$ cat config.mk
export PLATFORM = sky130hd
export DESIGN_NAME = frame_pass_sequencer
export DESIGN_NICKNAME = d
export VERILOG_FILES = /design/src/rtl/frame_pass_sequencer.sv
export SDC_FILE = /design/constraint.sdc
export NUM_CORES = 1
export LEC_CHECK = 0
export BUFFER_PORTS_ARGS = -buffer_cell sky130_fd_sc_hd__buf_4
export CORE_ASPECT_RATIO = 0.7
export CORE_MARGIN = 1
export CORE_UTILIZATION = 35
export DETAILED_ROUTE_END_ITERATION = 7
export HOLD_SLACK_MARGIN = 0.15
export SYNTH_ARGS = -nofsm -noshare
export SYNTH_HDL_FRONTEND = slang
export SYNTH_SLANG_ARGS = --single-unit
$ cat constraint.sdc
create_clock -name clk_i -period 4.6 [get_ports clk_i]
set_input_delay 0.46 -clock clk_i [delete_from_list [all_inputs] [get_ports clk_i]]
set_output_delay 0.46 -clock clk_i [all_outputs]
set_load 0.02 [all_outputs]
$ cat src/rtl/frame_pass_sequencer.sv
// frame_pass_sequencer: copies one frame from bank 0 to bank 1 over a shared req/gnt port, with optional invert and H/V mirror
module frame_pass_sequencer #(
  parameter int ROWS   = 240,
  parameter int COLS   = 320,
  parameter int DATA_W = 32,
  parameter int RD_LAT = 1
) (
  input  logic              clk_i,
  input  logic              rst_ni,
  input  logic              start_i,
  input  logic [2:0]        mode_i,
  input  logic              gnt_i,
  input  logic [DATA_W-1:0] rdData_i,
  output logic              busy_o,
  output logic              done_o,
  output logic              memReq_o,
  output logic              memRD_o,
  output logic              memWR_o,
  output logic [7:0]        addr0_o,
  output logic [8:0]        addr1_o,
  output logic [DATA_W-1:0] wrData_o
);
  typedef enum logic [2:0] {IDLE, RD_REQ, RD_WAIT, WR_REQ, DONE} state_e;
  localparam logic [7:0] ROW_MAX  = 8'(ROWS - 1);
  localparam logic [8:0] COL_MAX  = 9'(COLS - 1);
  localparam logic [2:0] LAT_INIT = 3'(RD_LAT - 1);
  state_e            state_q, state_d;
  logic [7:0]        row_q, row_d;
  logic [8:0]        col_q, col_d;
  logic [2:0]        mode_q, mode_d;
  logic [2:0]        lat_q, lat_d;
  logic [DATA_W-1:0] wr_data_q, wr_data_d;
  logic              busy_q, busy_d;
  logic              done_q, done_d;
  logic              last_col, last_row;
  assign last_col = col_q == COL_MAX;
  assign last_row = row_q == ROW_MAX;
  // state register; reset abandons any pass in flight
  always_ff @(posedge clk_i or negedge rst_ni) begin
    if (!rst_ni) state_q <= IDLE;
    else state_q <= state_d;
  end
  // next-state: each memory access waits for its grant, reads wait out the fixed latency
  always_comb begin
    state_d = state_q;
    case (state_q)
      IDLE:    state_d = start_i ? RD_REQ : IDLE;
      RD_REQ:  state_d = gnt_i ? RD_WAIT : RD_REQ;
      RD_WAIT: state_d = (lat_q == '0) ? WR_REQ : RD_WAIT;
      WR_REQ:  state_d = !gnt_i ? WR_REQ : (last_col && last_row) ? DONE : RD_REQ;
      default: state_d = IDLE;
    endcase
  end
  // datapath next values: pixel counters, latched mode, latency count, captured pixel, status flags
  always_comb begin
    row_d     = row_q;
    col_d     = col_q;
    mode_d    = mode_q;
    lat_d     = lat_q;
    wr_data_d = wr_data_q;
    busy_d    = busy_q;
    done_d    = done_q;
    case (state_q)
      IDLE: if (start_i) begin
        row_d  = '0;
        col_d  = '0;
        mode_d = mode_i;
        busy_d = 1'b1;
        done_d = 1'b0;
      end
      RD_REQ: if (gnt_i) lat_d = LAT_INIT;
      RD_WAIT: begin
        lat_d     = (lat_q == '0) ? lat_q : lat_q - 3'd1;
        wr_data_d = (lat_q != '0) ? wr_data_q : mode_q[0] ? ~rdData_i : rdData_i;
      end
      WR_REQ: if (gnt_i) begin
        col_d  = last_col ? (last_row ? col_q : '0) : col_q + 9'd1;
        row_d  = (last_col && !last_row) ? row_q + 8'd1 : row_q;
        busy_d = !(last_col && last_row);
        done_d = last_col && last_row;
      end
      default: ;
    endcase
  end
  // datapath registers
  always_ff @(posedge clk_i or negedge rst_ni) begin
    if (!rst_ni) begin
      row_q     <= '0;
      col_q     <= '0;
      mode_q    <= '0;
      lat_q     <= '0;
      wr_data_q <= '0;
      busy_q    <= 1'b0;
      done_q    <= 1'b0;
    end else begin
      row_q     <= row_d;
      col_q     <= col_d;
      mode_q    <= mode_d;
      lat_q     <= lat_d;
      wr_data_q <= wr_data_d;
      busy_q    <= busy_d;
      done_q    <= done_d;
    end
  end
  // outputs: port signals only live in the request states, writes use the mirrored address
  always_comb begin
    memReq_o = (state_q == RD_REQ) || (state_q == WR_REQ);
    memRD_o  = state_q == RD_REQ;
    memWR_o  = state_q == WR_REQ;
    addr0_o  = memRD_o ? row_q : memWR_o ? (mode_q[2] ? ROW_MAX - row_q : row_q) : '0;
    addr1_o  = memRD_o ? col_q : memWR_o ? (mode_q[1] ? COL_MAX - col_q : col_q) : '0;
    wrData_o = memWR_o ? wr_data_q : '0;
  end
  assign busy_o = busy_q;
  assign done_o = done_q;
endmodule

==> impl_metrics.py, run 1 <==
metrics = {
    "global_route": {
        "grt_start_max_net_pins": 66,
        "antenna_found_initial": 0,
        "grt.total_usage_pct": 18.0,
        "grt_first_pass_wirelength_um": 14500,
        "grt_remaining_overflow": 0,
        "grt_pass1_vias": 2954,
    },
    "timing": {
        "fin_skew_ns": 0.00479,
        "period_needed_ns": 3.38,
        "rsz0062_at_grt": "no",
        "fin_crit_sh_pct": 73.5,
        "final-hold-violation-count": 0,
        "finalSetupTns_ns": 0,
        "max-slew-margin-rel_pct": 25.1,
        "max_freq_mhz": 296,
        "worst_pin_slew_ns": 1.12,
        "finalSetupViolations": 0,
        "maxSlewViolCount": 0,
    },
    "placement": {
        "dp_cells": 572,
        "place.gp.congestion": 0.783,
        "hpwlAfterDp_um": 5990,
        "place.port_buffers": 92,
    },
    "synth": {
        "synth_seq_area_share_pct": 43.4,
        "synth-main-ff-cell": "dfrtp_1",
        "synth_top_area_share_pct": 43.4,
        "synthCells": 383,
        "synth-async-reset-ratio_pct": 100,
        "avgSynthCellArea_um2": 9.04,
        "ys_ff_latch": 60,
        "synth_edf_count": 0,
        "yosys_warnings": 0,
        "synthTopCellsByCount": "dfrtp_1, nor2_1, a21oi_1",
        "synth_area_um2": 3460,
        "synth_top_area_cell": "dfrtp_1",
        "yosys-top-cells-area": "dfrtp_1, xnor2_1, and3_1",
        "syn_nets": 431,
        "synth_cell_types": 37,
        "synth_most_common_cell": "dfrtp_1",
    },
    "power_and_ir_drop": {
        "switching_share_pct": 43.3,
        "netSwitchingPower_w": 0.00143,
        "leakage_nw": 2.06,
        "seq_power_share_pct": 27.5,
        "powerDensity_nw_per_um2": 735,
        "p_comb_share_pct": 52.7,
        "clkPwrFrac_pct": 19.8,
        "vdd_drop_max_v": 0.000354,
        "internal_power_w": 0.00187,
    },
    "critical_path": {
        "crit_cells": 5,
        "r2r_cells": 6,
        "cp_top_family": "buffers and inverters",
        "worst-setup-path-type": "flip-flop to output port",
        "end_kind": "output port",
        "critPathArrivalTime_ns": 2.92,
        "rrSetupSlack_ns": 1.47,
        "critPathBufInv": 3,
        "cp-start-kind": "flip-flop",
        "cp_cell_sequence": "nand2b_1, inv_2, nand2_1, inv_1, buf_4",
        "crit_fanout": 34,
        "slowest_delay_ns": 0.58,
        "cp.required_ns": 4.14,
        "cpMaxStageDelayCell": "inv_2",
    },
    "clock_tree": {
        "htreeDepth": 3,
        "cts_buffers": 9,
        "cts.clk_slew.worst_paths_ns": 0.05,
        "cts_tree": "built",
        "insertion_delay_ns": 0.32,
        "ctsHoldBuffers": 0,
        "cts_setup_buffers": 0,
        "cts.path.max_buffers": 2,
        "cts_resized": 0,
        "cts_root_buf": "clkbuf_16",
        "cts_sinks": 60,
    },
    "finish": {
        "final_net_count": 507,
        "antenna_cells": 0,
        "drive_above_1_share_pct": 25.9,
        "fill_cells": 897,
        "final_util_pct": 48.1,
        "instances_no_fill": 587,
        "area_growth_pct": 29.4,
    },
    "route": {
        "drt_first_pass_iters": 4,
        "wirelength_um": 8760,
        "ant_nets": 0,
        "vias": 2993,
        "drtIter0Drc": 124,
        "drc": 0,
        "viasPerCell": 5.10,
        "route.detailed.wl_per_inst_um": 14.9,
    },
    "flow_run": {
        "drv_cap": 0,
    },
    "floorplan": {
        "coreArea_um2": 9330,
        "die-area_um2": 10300,
        "boundaryPins": 93,
        "initial_utilization_pct": 37.1,
        "rows": 29,
        "chipHeight_um": 85.2,
        "die_w_um": 121,
    },
    "hold_path": {
        "holdCritPathClass": "input port to asynchronous set/reset pin",
    },
    "status": {
        "status": "completed",
    },
}
## worst register-to-register path, delay by kind of cell, from the launching register on
| family | cells | cell delay (ns) |
|---|---|---|
| AO/OA/AOI/OAI | 1 | 0.78 |
| buffers and inverters | 1 | 0.58 |
| flip-flops | 1 | 0.43 |
| AND/OR/NAND/NOR | 4 | 1.26 |
## layer usage
metal / vias to the layer above / track usage (%) / wire (µm)
met1: 1432 / 26.1 / 4310
met5: - / 0 / 0
li1: 1463 / - / -
met2: 88 / 27.1 / 3970
met4: 0 / 5.72 / 98
met3: 10 / 3.43 / 381
## placed cells by master, fill, tap and decap left out, drive strengths merged, types with 12 or more instances in the layout
cell / Yosys / routed
a21oi: 45 / 45
xor2: 12 / 12
nor2: 56 / 56
buf: 7 / 93
nand3: 13 / 13
xnor2: 37 / 37
dfrtp: 60 / 60
o21ai: 15 / 15
and3: 37 / 37
nand2: 20 / 20
## power by group through the flow
stage	clock (W)	combinational [W]	sequential (W)
2_1_floorplan	0	0.00124	0.000806
3_3_place_gp	0	0.00172	0.000908
3_5_place_dp	0	0.00174	0.000918
4_1_cts	0.000669	0.00175	0.000911
5_1_grt	0.000699	0.00189	0.000941
6_report	0.000653	0.00173	0.000906
## area by class of cell
type / count / area (µm²) / share of cell area [%]
Clock buffer: 10 / 239 / 5.33
Multi-Input combinational cell: 285 / 1800 / 40.1
Inverter: 10 / 37.5 / 0.837
Tap cell: 124 / 155 / 3.46
Timing Repair Buffer: 93 / 698 / 15.6
Clock inverter: 5 / 52.6 / 1.17
Sequential cell: 60 / 1500 / 33.5
## metrics by stage
step	total power (W)	hold slack, ns	setup slack [ns]	instance area, µm²
finish	0.00329	0.202	1.22	4480
floorplan	0.00204	0.164	2.70	3460
CTS	0.00333	0.255	1.24	4480
global placement	0.00263	0.462	1.67	4190
global route	0.00353	0.279	1.03	4480
detailed placement	0.00266	0.472	1.53	4190
## cell families (layout without fill, tap and decap cells)
logic type      after synthesis  after routing  share of synthesized area (%)
flops                        60             60                           43.4
xor+xnor                     49             49                           12.4
fa+ha+maj                     9              9                           3.25
simple gates                147            147                           21.6
compound gates               77             77                           13.6
buf+inv                      38            118                           4.77
mux                           3              3                          0.975
## sequential cells by signal, indices dropped and copies added, names as in the netlist
name and flops:
busy_o 1, col_q 9, done_o 1, lat_q 3, mode_q 3, row_q 8
state_q 3, wr_data_q 32
## worst paths after layout
| path | startpoint | end |
|---|---|---|
| worst min-delay path | rst_ni | mode_q[2] |
| worst max-delay path | state_q[2] | memWR_o |
| max in group asynchronous | rst_ni | mode_q[0] |
| min in group clk_i | mode_i[2] | mode_q[2] |
| worst max register to register | state_q[2] | col_q[7] |
| worst min register to register | lat_q[1] | lat_q[1] |
Note: power is estimated with default switching activity, not from simulation.
==> run 2, diff against run 1 <==
ABC_AREA = 1   (was default)
clock period = 2.9 ns   (was 4.6 ns; I/O delays follow)
==> run 2 against run 1 <==
Area after synthesis grew 4.0%. Die area increased by 3.9%. Design area grew 4.4%. First-iteration DRC count up 62%. Clock power increased by 61%. Critical path type unchanged. Critical endpoint is now addr1_o[7]. Largest cell class unchanged.
==> impl_metrics.py, run 2 <==
metrics = {
    "floorplan": {
        "rows": 30,
        "die_w_um": 123,
        "die-area_um2": 10700,
        "initial_utilization_pct": 36.6,
        "coreArea_um2": 9830,
        "boundaryPins": 93,
        "chipHeight_um": 86.9,
    },
    "route": {
        "vias": 3279,
        "drt_first_pass_iters": 5,
        "viasPerCell": 4.59,
        "ant_nets": 0,
        "route.detailed.wl_per_inst_um": 12.3,
        "wirelength_um": 8790,
        "drc": 0,
        "drtIter0Drc": 201,
    },
    "placement": {
        "hpwlAfterDp_um": 6290,
        "place.port_buffers": 92,
        "place.gp.congestion": 0.868,
    },
    "critical_path": {
        "slowest_delay_ns": 0.48,
        "worst-setup-path-type": "flip-flop to output port",
        "cp_cell_sequence": "inv_1, nor2_1, nand2_1, o21ai_0, buf_4",
        "critPathBufInv": 2,
        "cp_top_family": "simple AND/OR/NAND/NOR gates",
        "cp.required_ns": 2.61,
        "rrSetupSlack_ns": 0.96,
        "critPathArrivalTime_ns": 2.05,
        "cpMaxStageDelayCell": "nor2_1",
        "cp-start-kind": "flip-flop",
        "r2r_start": "state_q[1]",
        "crit_fanout": 8,
        "r2r_cells": 10,
        "end_kind": "output port",
        "r2r-end": "col_q[7]",
    },
    "synth": {
        "avgSynthCellArea_um2": 7.27,
        "synth-main-ff-cell": "dfrtp_1",
        "synthCells": 495,
        "synth_cell_types": 26,
        "synth_edf_count": 0,
        "syn_nets": 543,
        "yosys_warnings": 0,
        "synth_top_area_cell": "dfrtp_1",
        "synth_top_area_share_pct": 41.7,
        "yosys-top-cells-area": "dfrtp_1, nand2_1, nor2_1",
        "synthTopCellsByCount": "nand2_1, nor2_1, inv_1",
        "ys_ff_latch": 60,
        "synth-async-reset-ratio_pct": 100,
        "synth_area_um2": 3600,
        "synth_most_common_cell": "nand2_1",
        "synth_seq_area_share_pct": 41.7,
    },
    "global_route": {
        "grt_use_met1_pct": 24.3,
        "grt_pass1_vias": 2943,
        "antenna_found_initial": 0,
        "use_met3_pct": 4.38,
        "top_usage_layer": "met2",
        "grt_remaining_overflow": 0,
        "grt_start_max_net_pins": 66,
        "grt_first_pass_wirelength_um": 13800,
        "gr-usage-met2_pct": 24.4,
        "grt.total_usage_pct": 16.8,
    },
    "hold_path": {
        "hold_path_depth": 3,
        "holdCritPathClass": "input port to flip-flop",
        "hold_end": "mode_q[2]",
        "hp-start": "mode_i[2]",
    },
    "status": {
        "status": "completed",
    },
    "finish": {
        "regMostFlops": "wr_data_q",
        "most-common-layout-cells": "nand2_1, buf_4, nor2_1",
        "area_growth_pct": 30.0,
        "antenna_cells": 0,
        "final_util_pct": 47.6,
        "final_common_cell": "nand2_1",
        "drive_above_1_share_pct": 21.0,
        "largest_reg_flops": 32,
        "final_net_count": 629,
        "top_regs": "wr_data_q x32, col_q x9, row_q x8",
    },
    "timing": {
        "finalSetupViolations": 0,
        "worst_pin_slew_ns": 0.912,
        "fin_crit_sh_pct": 80.8,
        "max-slew-margin-rel_pct": 39.2,
        "period_needed_ns": 2.34,
        "maxSlewViolCount": 0,
        "final-hold-violation-count": 0,
        "rsz0062_at_grt": "no",
        "finalSetupTns_ns": 0,
        "fin_skew_ns": 0.00401,
        "max_freq_mhz": 427,
    },
    "clock_tree": {
        "cts_sinks": 60,
        "cts_setup_buffers": 0,
        "cts.clk_slew.worst_paths_ns": 0.05,
        "cts.path.max_buffers": 2,
        "cts_resized": 0,
        "cts_tree": "built",
        "cts_root_buf": "clkbuf_16",
        "insertion_delay_ns": 0.31,
        "htreeDepth": 3,
        "cts_buffers": 9,
        "ctsHoldBuffers": 1,
    },
    "power_and_ir_drop": {
        "leakage_nw": 2.44,
        "powerDensity_nw_per_um2": 968,
        "vdd_drop_max_v": 0.000485,
    },
    "flow_run": {
        "drv_cap": 0,
    },
}
run 2: per-layer routing:
layer | vias to the layer above | share of wire, % | routed length [µm]
met1 | 1515 | 51 | 4480
met5 | - | 0 | 0
met3 | 6 | 3.4 | 297
met4 | 0 | 0.89 | 78
met2 | 63 | 45 | 3930
li1 | 1695 | - | -
run 2: how the worst max path moves through the flow:
stage / startpoint / end / depth (start not counted)
floorplan: state_q[2] / addr1_o[7] / 3
global placement: state_q[0] / addr1_o[7] / 5
detailed placement: state_q[0] / addr1_o[7] / 5
CTS: state_q[0] / addr1_o[1] / 5
global route: state_q[0] / addr1_o[1] / 5
finish: state_q[0] / addr1_o[7] / 5
run 2: metrics by stage:
step	power (W)	instance area, µm²	std cells	hold WS, ns	worst slack [ns]
after floorplan	0.00278	3600	495	-0.00559	0.878
after global placement	0.00347	4370	697	0.429	0.975
after CTS	0.00460	4680	714	0.159	0.555
after global routing	0.00490	4680	714	0.165	0.416
after detailed placement	0.00351	4370	697	0.421	0.919
final	0.00453	4680	714	0.172	0.556
run 2: layout make-up:
class	count	area, µm²
Fill cell	1004	5150
Multi-Input combinational cell	351	1760
Sequential cell	60	1500
Timing Repair Buffer	95	716
Clock buffer	11	253
Inverter	64	240
Tap cell	128	160
Clock inverter	5	50.0
run 2: power by group:
| part | switching [W] | internal (W) | leakage, nW | total (W) |
|---|---|---|---|---|
| combinational | 0.00134 | 0.000774 | 1.52 | 0.00211 |
| clock | 0.000345 | 0.000704 | 0.155 | 0.00105 |
| sequential | 0.000231 | 0.00114 | 0.761 | 0.00137 |
run 2: logic make-up (layout without fill, tap and decap cells):
kind of cell / count (synthesis) / count (layout) / share of synthesized area [%]
AOI/OAI and AO/OA: 64 / 64 / 9.31
xor gates and xnor gates: 33 / 33 / 8.03
DFF: 60 / 60 / 41.7
adders and majority gates: 9 / 9 / 3.13
and+or+nand+nor: 245 / 245 / 28.2
buffers and inverters: 84 / 175 / 9.62
run 2: worst register-to-register path, cell delays in order (launching register included):
cell and delay (ns):
dfrtp_1 0.48, nand2_4 0.14, nor2_8 0.05, inv_2 0.39, nand2_1 0.13, nand2_1 0.15
inv_2 0.07, nand2_4 0.16, inv_1 0.12, nand2_1 0.08, nand2_1 0.05
